File: src/rtl/uvma_mapu_b_arb_pkg.sv
// Shared types and sizing helpers for the MAPU block-input matrix arbiter.
`ifndef UVMA_MAPU_B_DATA_WIDTH_MAX
`define UVMA_MAPU_B_DATA_WIDTH_MAX 32
`endif

package uvma_mapu_b_arb_pkg;

   typedef enum logic {IDLE, XFER} uvma_mapu_b_arb_state_t;

   function automatic int beats(input int dim);
      return dim * dim;
   endfunction

   // A 1x1 matrix still needs a one-bit counter.
   function automatic int cnt_w(input int dim);
      return (dim * dim > 1) ? $clog2(dim * dim) : 1;
   endfunction

   localparam int MAPU_B_BEATS_DEF = beats(3);
   localparam int MAPU_B_CNT_W_DEF = $clog2(MAPU_B_BEATS_DEF);

endpackage

File: src/rtl/uvma_mapu_b_rr_picker.sv
// Combinational round-robin find-first: lowest offset from last_i+1 (with wrap) wins.
module uvma_mapu_b_rr_picker #(
   parameter int NUM_REQ = 4,
   parameter int IDX_W   = $clog2(NUM_REQ)
) (
   input  logic [NUM_REQ-1:0] req_i,
   input  logic [IDX_W-1:0]   last_i,
   output logic               any_o,
   output logic [IDX_W-1:0]   idx_o
);

   always_comb begin
      any_o = |req_i;
      idx_o = '0;
      // Walk from the farthest offset down so the nearest requester is written last.
      for (int k = NUM_REQ; k >= 1; k--) begin
         if (req_i[(int'(last_i) + k) % NUM_REQ])
            idx_o = IDX_W'((int'(last_i) + k) % NUM_REQ);
      end
   end

endmodule

File: src/rtl/uvma_mapu_b_arb.sv
// Matrix-granular round-robin arbiter feeding the single MAPU block input stream.
module uvma_mapu_b_arb
   import uvma_mapu_b_arb_pkg::*;
#(
   parameter int NUM_REQ    = 4,
   parameter int DATA_WIDTH = `UVMA_MAPU_B_DATA_WIDTH_MAX,
   parameter int MATRIX_DIM = 3
) (
   input  logic                          clk,
   input  logic                          reset_n,
   input  logic [NUM_REQ-1:0]            req_vld,
   output logic [NUM_REQ-1:0]            req_rdy,
   input  logic [NUM_REQ*DATA_WIDTH-1:0] req_dat,
   output logic                          o_vld,
   input  logic                          o_rdy,
   output logic [DATA_WIDTH-1:0]         o_dat,
   output logic                          o_sof,
   output logic                          o_eof,
   output logic [$clog2(NUM_REQ)-1:0]    o_src,
   output logic                          busy
);

   localparam int BEATS = beats(MATRIX_DIM);
   localparam int CNT_W = cnt_w(MATRIX_DIM);
   localparam int IDX_W = $clog2(NUM_REQ);

   uvma_mapu_b_arb_state_t state_q, state_d;
   logic [IDX_W-1:0]       gnt_q, gnt_d;
   logic [IDX_W-1:0]       last_gnt_q, last_gnt_d;
   logic [CNT_W-1:0]       beat_cnt_q, beat_cnt_d;
   logic                   pick_any;
   logic [IDX_W-1:0]       pick_idx;

   uvma_mapu_b_rr_picker #(
      .NUM_REQ (NUM_REQ),
      .IDX_W   (IDX_W)
   ) u_picker (
      .req_i  (req_vld),
      .last_i (last_gnt_q),
      .any_o  (pick_any),
      .idx_o  (pick_idx)
   );

   always_ff @(posedge clk or negedge reset_n) begin
      if (!reset_n) begin
         state_q    <= IDLE;
         gnt_q      <= '0;
         last_gnt_q <= IDX_W'(NUM_REQ - 1);
         beat_cnt_q <= '0;
      end else begin
         state_q    <= state_d;
         gnt_q      <= gnt_d;
         last_gnt_q <= last_gnt_d;
         beat_cnt_q <= beat_cnt_d;
      end
   end

   always_comb begin
      state_d    = state_q;
      gnt_d      = gnt_q;
      last_gnt_d = last_gnt_q;
      beat_cnt_d = beat_cnt_q;
      o_vld      = 1'b0;
      req_rdy    = '0;
      o_sof      = 1'b0;
      o_eof      = 1'b0;
      o_src      = '0;
      busy       = 1'b0;
      case (state_q)
         IDLE: begin
            if (pick_any) begin
               gnt_d   = pick_idx;
               state_d = XFER;
            end
         end
         XFER: begin
            busy           = 1'b1;
            o_src          = gnt_q;
            o_vld          = req_vld[gnt_q];
            req_rdy[gnt_q] = o_rdy;
            o_sof          = (beat_cnt_q == '0) && o_vld;
            o_eof          = (beat_cnt_q == CNT_W'(BEATS - 1)) && o_vld;
            if (o_vld && o_rdy) begin
               // Last beat releases the grant; the next pick starts after it.
               if (beat_cnt_q == CNT_W'(BEATS - 1)) begin
                  beat_cnt_d = '0;
                  last_gnt_d = gnt_q;
                  state_d    = IDLE;
               end else begin
                  beat_cnt_d = beat_cnt_q + CNT_W'(1);
               end
            end
         end
         default: state_d = IDLE;
      endcase
   end

   // Zero when nothing is offered so the block input never sees stale data.
   assign o_dat = o_vld ? req_dat[gnt_q*DATA_WIDTH +: DATA_WIDTH] : '0;

endmodule

File: config.mk
export PLATFORM = sky130hd
export DESIGN_NAME = uvma_mapu_b_arb
export DESIGN_NICKNAME = d
export VERILOG_FILES = /design/src/rtl/uvma_mapu_b_arb_pkg.sv /design/src/rtl/uvma_mapu_b_rr_picker.sv /design/src/rtl/uvma_mapu_b_arb.sv
export SDC_FILE = /design/constraint.sdc
export NUM_CORES = 1
export LEC_CHECK = 0
export ABC_CLOCK_PERIOD_IN_PS = 4500
export CAP_MARGIN = 5
export CORE_MARGIN = 2
export CORE_UTILIZATION = 31
export DETAILED_ROUTE_END_ITERATION = 12
export PLACE_DENSITY = 0.95
export SYNTH_ARGS = -nofsm -noshare
export SYNTH_HDL_FRONTEND = slang
export SYNTH_SLANG_ARGS = --single-unit
File: constraint.sdc
create_clock -name clk -period 4.5 [get_ports clk]
set_clock_uncertainty 0.05 [all_clocks]
set_input_delay 0.675 -clock clk [delete_from_list [all_inputs] [get_ports clk]]
set_output_delay 0.675 -clock clk [all_outputs]
set_load 0.005 [all_outputs]
==> flow_summary.toml <==
[yosys]
async_flop_share = 1.00
synth_nets = 281
yosysSeqAreaShare = 0.139
post_synth_num_cell_types = 32
synth_area_per_cell_um2 = 11.4
yosys_warnings = 0
ys_ff_latch = 9
synthTopCellsByCount = "nor2b_1 (34), mux4_2 (32), nor2_1 (9)"
synth_area_leaders = "mux4_2 (44%), nor2b_1 (13%), dfrtp_1 (11%)"
syn_inst = 144
yosysTopAreaCell = "mux4_2"
synth_top_cell_area_share = 0.439
synth_most_common_cell = "nor2b_1"
synth.cell_area_um2 = 1640
synth_flop_cell = "dfrtp_1"
synth_edf_count = 0

[global_route]
gr-total-overflow = 0
grt_start_max_net_pins = 37
grtUsageTotal = 0.233
antenna_found_initial = 0
grt_first_pass_wirelength_um = 10900
first_global_vias = 2034

[drt]
wirelength_um = 6960
vias = 1927
drt-vias-per-instance = 5.01
drc_errors = 0
ant_nets = 0
first_pass_iters = 4
wl_per_cell_um = 18.1
detail_route.iter0.violations = 53

[critical_path]
worstSetupPathType = "reg2out"
worstPathRequired_ns = 3.77
slowest_delay_ns = 0.87
worstPathCellList = "mux2i_1 -> o22a_2 -> nor2b_1 -> clkdlybuf4s50_1"
slowest_stage = "dfrtp_1"
arrival_ns = 2.81
critPathCaptureType = "output pin"
worstPathMaxFanout = 36
worstSetupStartpointType = "register"

[clock_tree]
clockRootBuffer = "clkbuf_8"
cts-buffers-inserted = 3
cts_tree = "done"
cts_buffer_depth = 2
cts_setup_buffers = 0
htree_levels = 1
holdBufCountCts = 0
worstSkewPairLatency_ns = 0.23
clock_sinks = 9
clk_pin_slew_worst_paths_ns = 0.05
cts_resized = 0

[power_and_ir_drop]
clkPwrFrac = 0.060
internal_power_mw = 0.986
p_sw_mw = 0.550
p_leak_nw = 1.27
power_frac_comb = 0.794
p_sw_frac = 0.358
vdd_drop_max_v = 0.000346
seqPwrFrac = 0.145
p_per_area_nw_per_um2 = 441

[floorplanning]
fp.coreArea_um2 = 5110
initial_utilization = 0.322
fp.dieH_um = 76.8
rows = 26
die_area_um2 = 5900
ios = 177
die_w_um = 76.8

[placed_design]
place.gp.congestion = 0.785
numPortBuffers = 176
place_inst = 381
dp_hpwl_um = 5850

[flow_run]
maxCapViolations = 0

[run_status]
outcome = "finished, final reports clean"

[timing]
slew_headroom = 0.458
whs_ns = 0.565
finalHoldViolations = 0
grt_setup_unrepaired = "no"
finalCriticalPeriod_ns = 3.53
slew_viol_final = 0
setup_viol = 0
tightest_slew_ns = 0.813
timing.final.crit_share = 0.785
fmax_ghz = 0.283
fin_tns_setup_ns = 0

[final_layout]
finalNonFillerCells = 385
diodes = 0
nets = 453
area_growth_pct = 112
drive_above_1_share = 0.152
final_core_util = 0.681
fill_cells = 391

[hold_path]
hp-class = "reg2reg"
==> path summary, 6_finish.rpt <==
path / startpoint / cells past startpoint / to / slack (ns)
max reg2reg: gnt_q[1] / 4 / last_gnt_q[0] / 2.02
max in group asynchronous: reset_n / 1 / last_gnt_q[1] / 3.39
min: beat_cnt_q[1] / 2 / beat_cnt_q[1] / 0.56
min in group asynchronous: reset_n / 1 / gnt_q[1] / 0.69
max: gnt_q[1] / 4 / o_dat[1] / 0.97
min reg2reg: beat_cnt_q[1] / 2 / beat_cnt_q[1] / 0.56
==> final cells by class <==
cell class / instances / area [um2] / share of cell area
Clock buffer: 3 / 41.3 / 0.0119
Clock inverter: 1 / 5.00 / 0.00144
Inverter: 6 / 22.5 / 0.00647
Multi-Input combinational cell: 118 / 1320 / 0.379
Sequential cell: 9 / 229 / 0.0658
Tap cell: 70 / 87.6 / 0.0252
Timing Repair Buffer: 178 / 1780 / 0.511
==> power by group through the flow <==
stage	logic (mW)	registers, mW	clock network [mW]
finish	1.22	0.223	0.0929
global route	1.31	0.238	0.0991
CTS	1.23	0.224	0.0949
detailed placement	1.23	0.225	0
global placement	1.20	0.223	0
floorplan	0.742	0.160	0
==> registers in the layout, indices dropped and copies added (netlist names) <==
name and count:
state_q 1, beat_cnt_q 4, gnt_q 2, last_gnt_q 2
==> through the flow <==
step | cell area (um2) | setup slack [ns] | power [mW]
after detailed placement | 3430 | 0.998 | 1.45
after CTS | 3480 | 0.971 | 1.55
after floorplan | 1640 | 2.37 | 0.902
after global placement | 3430 | 1.05 | 1.42
final | 3480 | 0.966 | 1.54
after global routing | 3480 | 0.769 | 1.65
==> per-layer routing <==
metal | vias up | track usage | share of wire
met3 | 14 | 0.0659 | 0.092
met4 | 0 | 0.0564 | 0.023
met5 | - | 0 | 0
li1 | 893 | - | -
met2 | 96 | 0.425 | 0.52
met1 | 924 | 0.267 | 0.36
==> critical path: cells and delay by family (launching register included) <==
family,cells,cell delay [ns]
AOI/OAI and AO/OA,1,0.71
DFF,1,0.87
buffers and inverters,1,0.48
and+or+nand+nor,1,0.15
muxes,1,0.34
==> cells by family after synthesis <==
kind of cell	synth area share
AOI/OAI and AO/OA	0.0564
DFF	0.139
and+or+nand+nor	0.247
muxes	0.484
adders and majority gates	0.0152
buffers and inverters	0.0594
==> placed cells by master, fill, tap and decap left out, drive strengths merged <==
cell type	Yosys	final
a211o	1	1
a21oi	3	3
a221o	1	1
and2	1	1
and2b	1	1
and3	1	1
and3b	1	1
buf	11	2
clkbuf	0	3
clkdlybuf4s50	0	176
clkinv	0	1
dfrtp	7	7
dfstp	2	2
ha	2	2
inv	6	6
mux2	3	3
mux2i	4	4
mux4	32	32
nand2	8	8
nand2b	2	2
nand3	1	1
nand3b	1	1
nor2	10	10
nor2b	34	34
nor3b	2	2
nor4b	1	1
o21ai	5	5
o221a	1	1
o22a	1	1
o22ai	1	1
or4	1	1
(Power assumes the default switching activity.)
